--- src/rtl/uart_tx_buffer.sv ---
// Purpose: byte FIFO that queues producer bytes and launches them one at a time into uart_tx.
// Latency: a write accepted into an empty idle buffer gives o_tx_dv in the cycle after the next edge.
// Backpressure: none upstream; a write to a full FIFO (with no pop that cycle) is dropped and o_overflow pulses.
// Optional stats: define UART_TX_BUF_STATS_EN to enable the saturating o_drop_count counter.
module uart_tx_buffer #(
    parameter int DEPTH         = 16,
    parameter int START_TIMEOUT = 8
) (
    input  logic                     i_clk,
    input  logic                     i_rst,
    input  logic                     i_wr_dv,
    input  logic [7:0]               i_wr_byte,
    input  logic                     i_tx_active,
    output logic                     o_tx_dv,
    output logic [7:0]               o_tx_byte,
    output logic                     o_full,
    output logic                     o_empty,
    output logic [$clog2(DEPTH):0]   o_level,
    output logic                     o_overflow,
    output logic [7:0]               o_drop_count
);

    localparam int PW = $clog2(DEPTH);
    localparam int CW = PW + 1;
    localparam int TW = (START_TIMEOUT > 1) ? $clog2(START_TIMEOUT) : 1;
    localparam logic [CW-1:0] DEPTH_C  = CW'(DEPTH);
    localparam logic [TW-1:0] TMO_LAST = TW'(START_TIMEOUT - 1);

    typedef enum logic [1:0] {
        S_IDLE,
        S_WAIT_START,
        S_WAIT_DONE
    } state_t;

    state_t          state_q, state_d;
    logic [PW-1:0]   wr_ptr_q, wr_ptr_d;
    logic [PW-1:0]   rd_ptr_q, rd_ptr_d;
    logic [CW-1:0]   count_q, count_d;
    logic [TW-1:0]   timer_q, timer_d;
    logic            tx_dv_q, tx_dv_d;
    logic [7:0]      tx_byte_q, tx_byte_d;
    logic            full_q, full_d;
    logic            empty_q, empty_d;
    logic            overflow_q, overflow_d;
    logic [7:0]      mem_q [DEPTH];
    logic            pop;
    logic            wr_en;

    // Launch controller and FIFO bookkeeping: decide pop/accept and the next register values.
    always_comb begin
        state_d   = state_q;
        timer_d   = timer_q;
        tx_byte_d = tx_byte_q;
        tx_dv_d   = 1'b0;
        pop       = 1'b0;

        case (state_q)
            S_IDLE: begin
                // Never launch while the transmitter still reports busy.
                if (count_q != '0 && !i_tx_active) begin
                    pop       = 1'b1;
                    tx_dv_d   = 1'b1;
                    tx_byte_d = mem_q[rd_ptr_q];
                    timer_d   = '0;
                    state_d   = S_WAIT_START;
                end
            end
            S_WAIT_START: begin
                // If uart_tx never acknowledges, the byte is treated as sent rather than relaunched.
                if (i_tx_active) begin
                    state_d = S_WAIT_DONE;
                end else if (timer_q == TMO_LAST) begin
                    state_d = S_IDLE;
                end else begin
                    timer_d = timer_q + TW'(1);
                end
            end
            S_WAIT_DONE: begin
                if (!i_tx_active) begin
                    state_d = S_IDLE;
                end
            end
            default: state_d = S_IDLE;
        endcase

        // A pop in the same cycle frees a slot, so a full FIFO can still accept.
        wr_en      = i_wr_dv && ((count_q < DEPTH_C) || pop);
        overflow_d = i_wr_dv && !wr_en;

        wr_ptr_d = wr_en ? wr_ptr_q + PW'(1) : wr_ptr_q;
        rd_ptr_d = pop   ? rd_ptr_q + PW'(1) : rd_ptr_q;
        count_d  = count_q + CW'(wr_en) - CW'(pop);
        full_d   = (count_d == DEPTH_C);
        empty_d  = (count_d == '0);
    end

    // All control state and registered outputs.
    always_ff @(posedge i_clk) begin
        if (i_rst) begin
            state_q    <= S_IDLE;
            wr_ptr_q   <= '0;
            rd_ptr_q   <= '0;
            count_q    <= '0;
            timer_q    <= '0;
            tx_dv_q    <= 1'b0;
            tx_byte_q  <= 8'h00;
            full_q     <= 1'b0;
            empty_q    <= 1'b1;
            overflow_q <= 1'b0;
        end else begin
            state_q    <= state_d;
            wr_ptr_q   <= wr_ptr_d;
            rd_ptr_q   <= rd_ptr_d;
            count_q    <= count_d;
            timer_q    <= timer_d;
            tx_dv_q    <= tx_dv_d;
            tx_byte_q  <= tx_byte_d;
            full_q     <= full_d;
            empty_q    <= empty_d;
            overflow_q <= overflow_d;
        end
    end

    // Storage array; contents are don't-care after reset so it carries no reset.
    always_ff @(posedge i_clk) begin
        if (wr_en && !i_rst) begin
            mem_q[wr_ptr_q] <= i_wr_byte;
        end
    end

`ifdef UART_TX_BUF_STATS_EN
    logic [7:0] drop_cnt_q, drop_cnt_d;

    // Saturating count of dropped writes, cleared only by reset.
    always_comb begin
        drop_cnt_d = drop_cnt_q;
        if (overflow_d && drop_cnt_q != 8'hFF) begin
            drop_cnt_d = drop_cnt_q + 8'd1;
        end
    end

    // Drop counter register.
    always_ff @(posedge i_clk) begin
        if (i_rst) begin
            drop_cnt_q <= 8'h00;
        end else begin
            drop_cnt_q <= drop_cnt_d;
        end
    end

    assign o_drop_count = drop_cnt_q;
`else
    assign o_drop_count = 8'h00;
`endif

    assign o_tx_dv    = tx_dv_q;
    assign o_tx_byte  = tx_byte_q;
    assign o_full     = full_q;
    assign o_empty    = empty_q;
    assign o_level    = count_q;
    assign o_overflow = overflow_q;

endmodule

--- config.mk ---
export PLATFORM = sky130hd
export DESIGN_NAME = uart_tx_buffer
export DESIGN_NICKNAME = d
export VERILOG_FILES = /design/src/rtl/uart_tx_buffer.sv
export SDC_FILE = /design/constraint.sdc
export NUM_CORES = 1
export LEC_CHECK = 0
export BUFFER_PORTS_ARGS = -buffer_cell sky130_fd_sc_hd__buf_2
export CORE_MARGIN = 3
export CORE_UTILIZATION = 35
export CTS_BUF_LIST = sky130_fd_sc_hd__clkbuf_16
export DETAILED_ROUTE_END_ITERATION = 12
export PLACE_DENSITY = 0.62
export SYNTH_ARGS = -nofsm -noshare
export SYNTH_HDL_FRONTEND = slang
export SYNTH_SLANG_ARGS = --single-unit
--- constraint.sdc ---
create_clock -name i_clk -period 3.63 [get_ports i_clk]
set_input_delay 0.1815 -clock i_clk [delete_from_list [all_inputs] [get_ports i_clk]]
set_output_delay 0.1815 -clock i_clk [all_outputs]
set_load 0.005 [all_outputs]
Word-level counts from Yosys, hierarchy flattened
Memory sizes are Yosys's and may differ from the RTL's. A register that Yosys moved wholly into a read port is not among the register bits.
Cells that the tools add are included.
{"block": "totals", "regBits": 22, "latchBits": 0, "ramBits": 128, "romBits": 0, "inputBits": 12, "output_inout_bits": 25, "wordCells": 53, "n_memories": 1}
{"block": "classes", "addsub": 5, "n_mul": 0, "n_div": 0, "magnitude_cmp": 1, "n_eq_ne": 9, "n_shift": 0, "mux": 13, "n_bitwise": 0, "reduce_logical": 15}
{"memory": "mem_q", "words": 16, "word_bits": 8, "rd": 1, "rd_ports_with_merged_regs": 1, "wr": 1, "line_no": "45", "source": "logic [7:0] mem_q [DEPTH];"}
{"cell": "3-bit two-way mux", "n": 3}
{"cell": "4-bit by 1-bit adder with 4-bit output, second input constant", "n": 2}
{"cell": "2-bit two-way mux", "n": 4}
{"cell": "2-bit != test, second input constant", "n": 4}
{"cell": "2-bit one-hot mux with 3 select lines", "n": 1}
{"cell": "3-bit one-hot mux with 2 select lines", "n": 1}
{"cell": "5-bit by 1-bit adder with 5-bit output", "n": 1}
{"cell": "5-bit == test, second input constant", "n": 1}
{"cell": "5-bit logical NOT", "n": 1}
{"cell": "5-bit less-than comparator, second input constant", "n": 1}
{"cell": "5-bit nonzero test", "n": 1}
{"cell": "5-bit by 1-bit subtractor with 5-bit output", "n": 1}
{"cell": "1-bit logical AND", "n": 4}
{"cell": "1-bit two-way mux", "n": 4}
{"cell": "4-bit AND reduction", "n": 1}
{"cell": "3-bit by 1-bit adder with 3-bit output, second input constant", "n": 1}
{"cell": "3-bit == test, second input constant", "n": 1}
{"cell": "1-bit logical NOT", "n": 3}
{"cell": "3-bit != test, second input constant", "n": 1}
{"cell": "3-bit AND reduction", "n": 1}
{"cell": "2-bit by 1-bit == test with 1-bit output, second input constant", "n": 1}
{"cell": "2-bit == test, second input constant", "n": 1}
{"cell": "2-bit logical NOT", "n": 1}
{"cell": "2-bit AND reduction", "n": 1}
{"cell": "2 further kinds", "n": 2}

Depth between registers and ports, before layout
{"block": "depth", "word_depth": 9, "ltp_mapped": 14, "depth_no_buf": 14}

Least setup slack after synthesis
OpenSTA, ideal clock, no wires.
{"block": "synth_path", "path_type": "register to register", "start": "reg count_q[3], in the netlist o_level[3]", "end": "reg full_q, in the netlist o_full", "setup_time_ns": 0.103, "t_arrival_ns": 2.956, "setup_slack_ns": 0.571, "path_stages_with_launch": 14, "n_path_buf": 0, "synth_period_minus_slack_ns": 3.059, "cell_sequence": "dfxtp_1 > inv_1 > ha_1 > or4b_4 > nand2_4 > inv_2 > ha_1 > inv_1 > ha_1 > inv_1 > fa_1 > xnor2_1 > or3b_2 > a2111oi_2"}
{"block": "synth_between", "elab_chain_cells": 9, "elab_cells_between_ends": 10}
{"element": "start, declared", "line_no": "38", "source": "logic [CW-1:0] count_q, count_d;"}
{"element": "start signal, assigned", "line_no": "114", "source": "count_q <= count_d;"}
{"element": "5-bit nonzero test (*)", "line_no": "60", "source": "if (count_q != '0 && !i_tx_active) begin"}
{"element": "1-bit logical AND (*)", "line_no": "60"}
{"element": "1-bit two-way mux (*)", "line_no": "60"}
{"element": "1-bit two-way mux (*)"}
{"element": "via pop", "line_no": "46", "source": "logic pop;"}
{"element": "1-bit logical OR", "line_no": "87", "source": "wr_en = i_wr_dv && ((count_q < DEPTH_C) || pop);"}
{"element": "1-bit logical AND", "line_no": "87"}
{"element": "5-bit by 1-bit adder with 5-bit output", "line_no": "92", "source": "count_d = count_q + CW'(wr_en) - CW'(pop);"}
{"element": "5-bit by 1-bit subtractor with 5-bit output (*)", "line_no": "92"}
{"element": "5-bit == test (*)", "line_no": "93", "source": "full_d = (count_d == DEPTH_C);"}
{"element": "end signal, assigned", "line_no": "118", "source": "full_q <= full_d;"}
{"element": "end, declared", "line_no": "42", "source": "logic full_q, full_d;"}
The timed path passes the listed nets; every way through them passes the cells marked *.
A chain may end at the register's enable or synchronous reset.

Worst setup path in the final report
Ends and elaborated chain as after synthesis.

==> metrics.md <==
| Metric | Value |
|---|---|
| Run status | complete, no violations |
| Setup TNS Final | 0 ps |
| Syn Std Cell Area | 6450 um2 |
| Post-CTS setup-driven buffer insertion count | 0 |
| Critical path launch point type | register |
| Final worst path period need | 3220 ps |
| Vertical die dimension | 142 um |
| Floorplan core area | 17700 um2 |
| Hold Path Sink | state_q[1] |
| Gr usage total | 13.1% |
| Number of antenna violations at the first check in global routing | 0 |
| Arrival time at the worst endpoint | 3540 ps |
| Net count of the finished layout | 426 |
| Area added between synthesis and finish | 13.6% |
| Detailed-router iteration count before antenna repair | 4 |
| Fmax | 0.311 GHz |
| Critical path start-end classification | reg2reg |
| Number of design rule violations left after detail routing | 0 |
| Vias in the first global route | 3438 |
| Number of maximum-capacitance constraint violations | 0 |
| VDD IR max | 433 uV |
| Met2 track demand over resource | 21.8% |
| Vias | 3200 |
| Global-route wire length before repair | 19300 um |
| Share of flip-flops with an asynchronous set or reset after synthesis | 0% |
| Inserted Diodes | 0 |
| Setup slack on the worst flop-to-flop path | 410 ps |
| Syn_area_per_cell | 17.8 um2 |
| Number of synthesized register bits | 158 |
| Power density over the cells | 668 nW/um2 |
| Post_cts resized | 0 |
| Number of clock buffers inserted by TritonCTS | 17 |
| Pin count of the biggest net entering global routing | 36 |
| RSZ-0062 raised after global routing | no |
| Final HPWL from detailed placement | 7780 um |
| Register area share after synthesis | 68.9% |
| Cell count after synthesis | 363 |
| Post-route antenna net violation count | 0 |
| Capture point of the worst reg-to-reg path | o_full |
| Hold violation total from the final report | 0 |
| Finished Core Util | 41.5% |
| Class of the most critical hold timing path | in2reg |
| Ports | 37 |
| Avg WL per Cell | 19.4 um |
| Horizontal extent of the die | 142 um |
| Effective utilization at floorplan | 36.5% |
| Hold Crit Depth | 2 |
| Detailed-route wire length | 12300 um |
| Quantity of I/O buffers inserted on ports | 28 |
| GR Layer Usage met1 | 16.6% |
| Fraction of synthesized area in multiplexers | 13.7% |
| Clock Tree Buf Depth | 2 |
| Adder-cell area share of the yosys netlist | 2.83% |
| # clock sinks | 158 |
| Post-synthesis share of cell area spent on and, or, nand and nor gates | 6.50% |
| Number of setup violations in the final report | 0 |
| Fill cell total of the finished layout | 1577 |
| Depth of the most critical reg-to-reg path | 13 |
| Number of enable flip-flop cells after synthesis | 128 |
| Top Usage Layer GRT | met2 |
| GR Overflow Total | 0 |
| Pwr Total | 4.89 mW |
| Final weighted congestion in routability-driven placement | 0.742 |
| Hold Path Origin | i_tx_active |
| Quantity of hold-fixing buffers added after cts | 0 |
| Commonest cells after routing, fill and taps aside | sky130_fd_sc_hd__edfxtp_1 (128), sky130_fd_sc_hd__mux4_2 (32), sky130_fd_sc_hd__dfxtp_1 (29) |
| Yosys warns | 0 |
| Largest family of logic cells by synthesized area | multiplexers |
| Worst clock skew | 8.69 ps |
| Number of levels in the clock H-tree | 4 |
| Data required time of the worst path | 3950 ps |
| DR iter-0 viols | 159 |
| Fraction of layout cells with a size suffix above 1 | 27.4% |
| Reg2Reg Launch Point | o_level[3] |
| Final WS setup | 410 ps |
| Post-Synth XOR/XNOR Area | 1.36% |
| Maximum net fanout on the critical path | 4 |
| Max-Slew Margin vs Limit | 36.4% |
| Pleak | 2.42 nW |
| Yosys cell types | 40 |
| Via density per instance | 5.02 |
| Tcrit/Tclk final | 88.7% |
| Clock Pin Slew Worst Setup and Hold Paths | 60 ps |
| Kind of end point of the critical path | register |
| Floorplan row count | 48 |
| Tightest Pin Transition | 951 ps |
| Later-pin clock latency in the skew report | 420 ps |
| Number of pins exceeding their max-slew limit in the final report | 0 |
| Clock tree from TritonCTS | yes |
| Most common library cell in the layout ignoring fill and taps | sky130_fd_sc_hd__edfxtp_1 |
| Library cell used as clock root buffer | sky130_fd_sc_hd__clkbuf_16 |
| Flip-flop cell with the highest count after synthesis | sky130_fd_sc_hd__edfxtp_1 |
| Global routing met3 resource utilization | 3.67% |
| Synthesized-area fraction occupied by ao, oa, aoi and oai cells | 3.49% |
| Worst setup slack before clock tree synthesis | 411 ps |
| Total Die Area | 20100 um2 |
critical path, cell delays in order, from the launching register on:
cell	delay (ps)
sky130_fd_sc_hd__dfxtp_1	330
sky130_fd_sc_hd__inv_1	90
sky130_fd_sc_hd__ha_1	130
sky130_fd_sc_hd__or4b_4	490
sky130_fd_sc_hd__nand2_4	100
sky130_fd_sc_hd__inv_2	60
sky130_fd_sc_hd__ha_1	290
sky130_fd_sc_hd__inv_1	60
sky130_fd_sc_hd__ha_1	150
sky130_fd_sc_hd__inv_1	50
sky130_fd_sc_hd__fa_1	400
sky130_fd_sc_hd__xnor2_1	170
sky130_fd_sc_hd__or3b_2	460
sky130_fd_sc_hd__a2111oi_2	330
flip-flops by register name, summed over array words and instances, names as in the netlist, 2 cells and up:
register	flops
rd_ptr_q	4
state_q	2
o_level	5
wr_ptr_q	4
timer_q	3
mem_q	128
o_tx_byte	8
metal layers:
metal  wire length, um  up-vias  share of wire [%]
met3               837       14                6.8
met1              5280     1618                 43
met5                 0        -                  0
met4               159        0                1.3
met2              6050       91                 49
li1                  -     1477                  -
worst max-delay path by stage:
stage / from / endpoint / slack, ps / cells past startpoint
floorplan: o_level[3] / o_full / 570 / 13
global placement: o_level[3] / o_full / 510 / 13
detailed placement: o_level[3] / o_full / 410 / 13
CTS: o_level[3] / o_full / 390 / 13
global route: o_level[3] / o_full / 240 / 13
finish: o_level[3] / o_full / 410 / 13
report_power, final:
group	total, mW	switching (mW)	leakage [nW]	internal (mW)
combinational	1.15	0.599	0.765	0.548
clock	1.62	0.739	0.254	0.882
sequential	2.13	0.0689	1.40	2.06
total	4.89	1.41	2.42	3.49
synthesized netlist by cell type (2+ instances only):
cell / n / area (um2)
sky130_fd_sc_hd__edfxtp_1: 128 / 3840
sky130_fd_sc_hd__mux4_2: 32 / 721
sky130_fd_sc_hd__dfxtp_1: 30 / 601
sky130_fd_sc_hd__nor2_1: 23 / 86.3
sky130_fd_sc_hd__mux2i_1: 16 / 160
sky130_fd_sc_hd__ha_1: 13 / 163
sky130_fd_sc_hd__buf_4: 11 / 82.6
sky130_fd_sc_hd__nand2_1: 11 / 41.3
sky130_fd_sc_hd__a21oi_1: 10 / 50.1
sky130_fd_sc_hd__inv_1: 9 / 33.8
sky130_fd_sc_hd__nand3b_1: 8 / 60.1
sky130_fd_sc_hd__o221ai_2: 8 / 120
sky130_fd_sc_hd__nand3_1: 7 / 35.0
sky130_fd_sc_hd__buf_2: 6 / 30.0
sky130_fd_sc_hd__clkbuf_1: 5 / 18.8
sky130_fd_sc_hd__xnor2_1: 5 / 43.8
sky130_fd_sc_hd__xor2_1: 5 / 43.8
sky130_fd_sc_hd__nor3_1: 4 / 20.0
sky130_fd_sc_hd__buf_6: 3 / 33.8
sky130_fd_sc_hd__nand2b_1: 3 / 18.8
sky130_fd_sc_hd__nor3b_1: 3 / 22.5
sky130_fd_sc_hd__or3_1: 3 / 18.8
sky130_fd_sc_hd__nor2b_1: 2 / 12.5
sky130_fd_sc_hd__o21ai_0: 2 / 10.0
logic make-up (layout without fill, tap and decap cells):
group | Yosys count | after routing
xor+xnor | 10 | 10
buf+inv | 35 | 77
fa+ha+maj | 14 | 14
flops | 158 | 158
compound gates | 24 | 24
simple gates | 73 | 73
other cells | 1 | 8
mux | 48 | 48
area by class of cell:
class | instances | area [um2] | area share (%)
repair buffers | 36 | 200 | 2.73
inverters | 10 | 37.5 | 0.512
clock buffers | 17 | 425 | 5.81
clock inverters | 14 | 110 | 1.50
flip-flops and latches | 158 | 4450 | 60.7
well taps | 225 | 282 | 3.84
multi-input cells | 177 | 1830 | 24.9
stage by stage:
| step | hold WS [ps] | instance area, um2 | std cells |
|---|---|---|---|
| 2_1_floorplan | 280 | 6470 | 370 |
| 3_3_place_gp | 460 | 6790 | 606 |
| 3_5_place_dp | 466 | 6790 | 606 |
| 4_1_cts | 62.9 | 7330 | 637 |
| 5_1_grt | 70.3 | 7330 | 637 |
| 6_report | 81.3 | 7330 | 637 |
(Power assumes the default switching activity.)
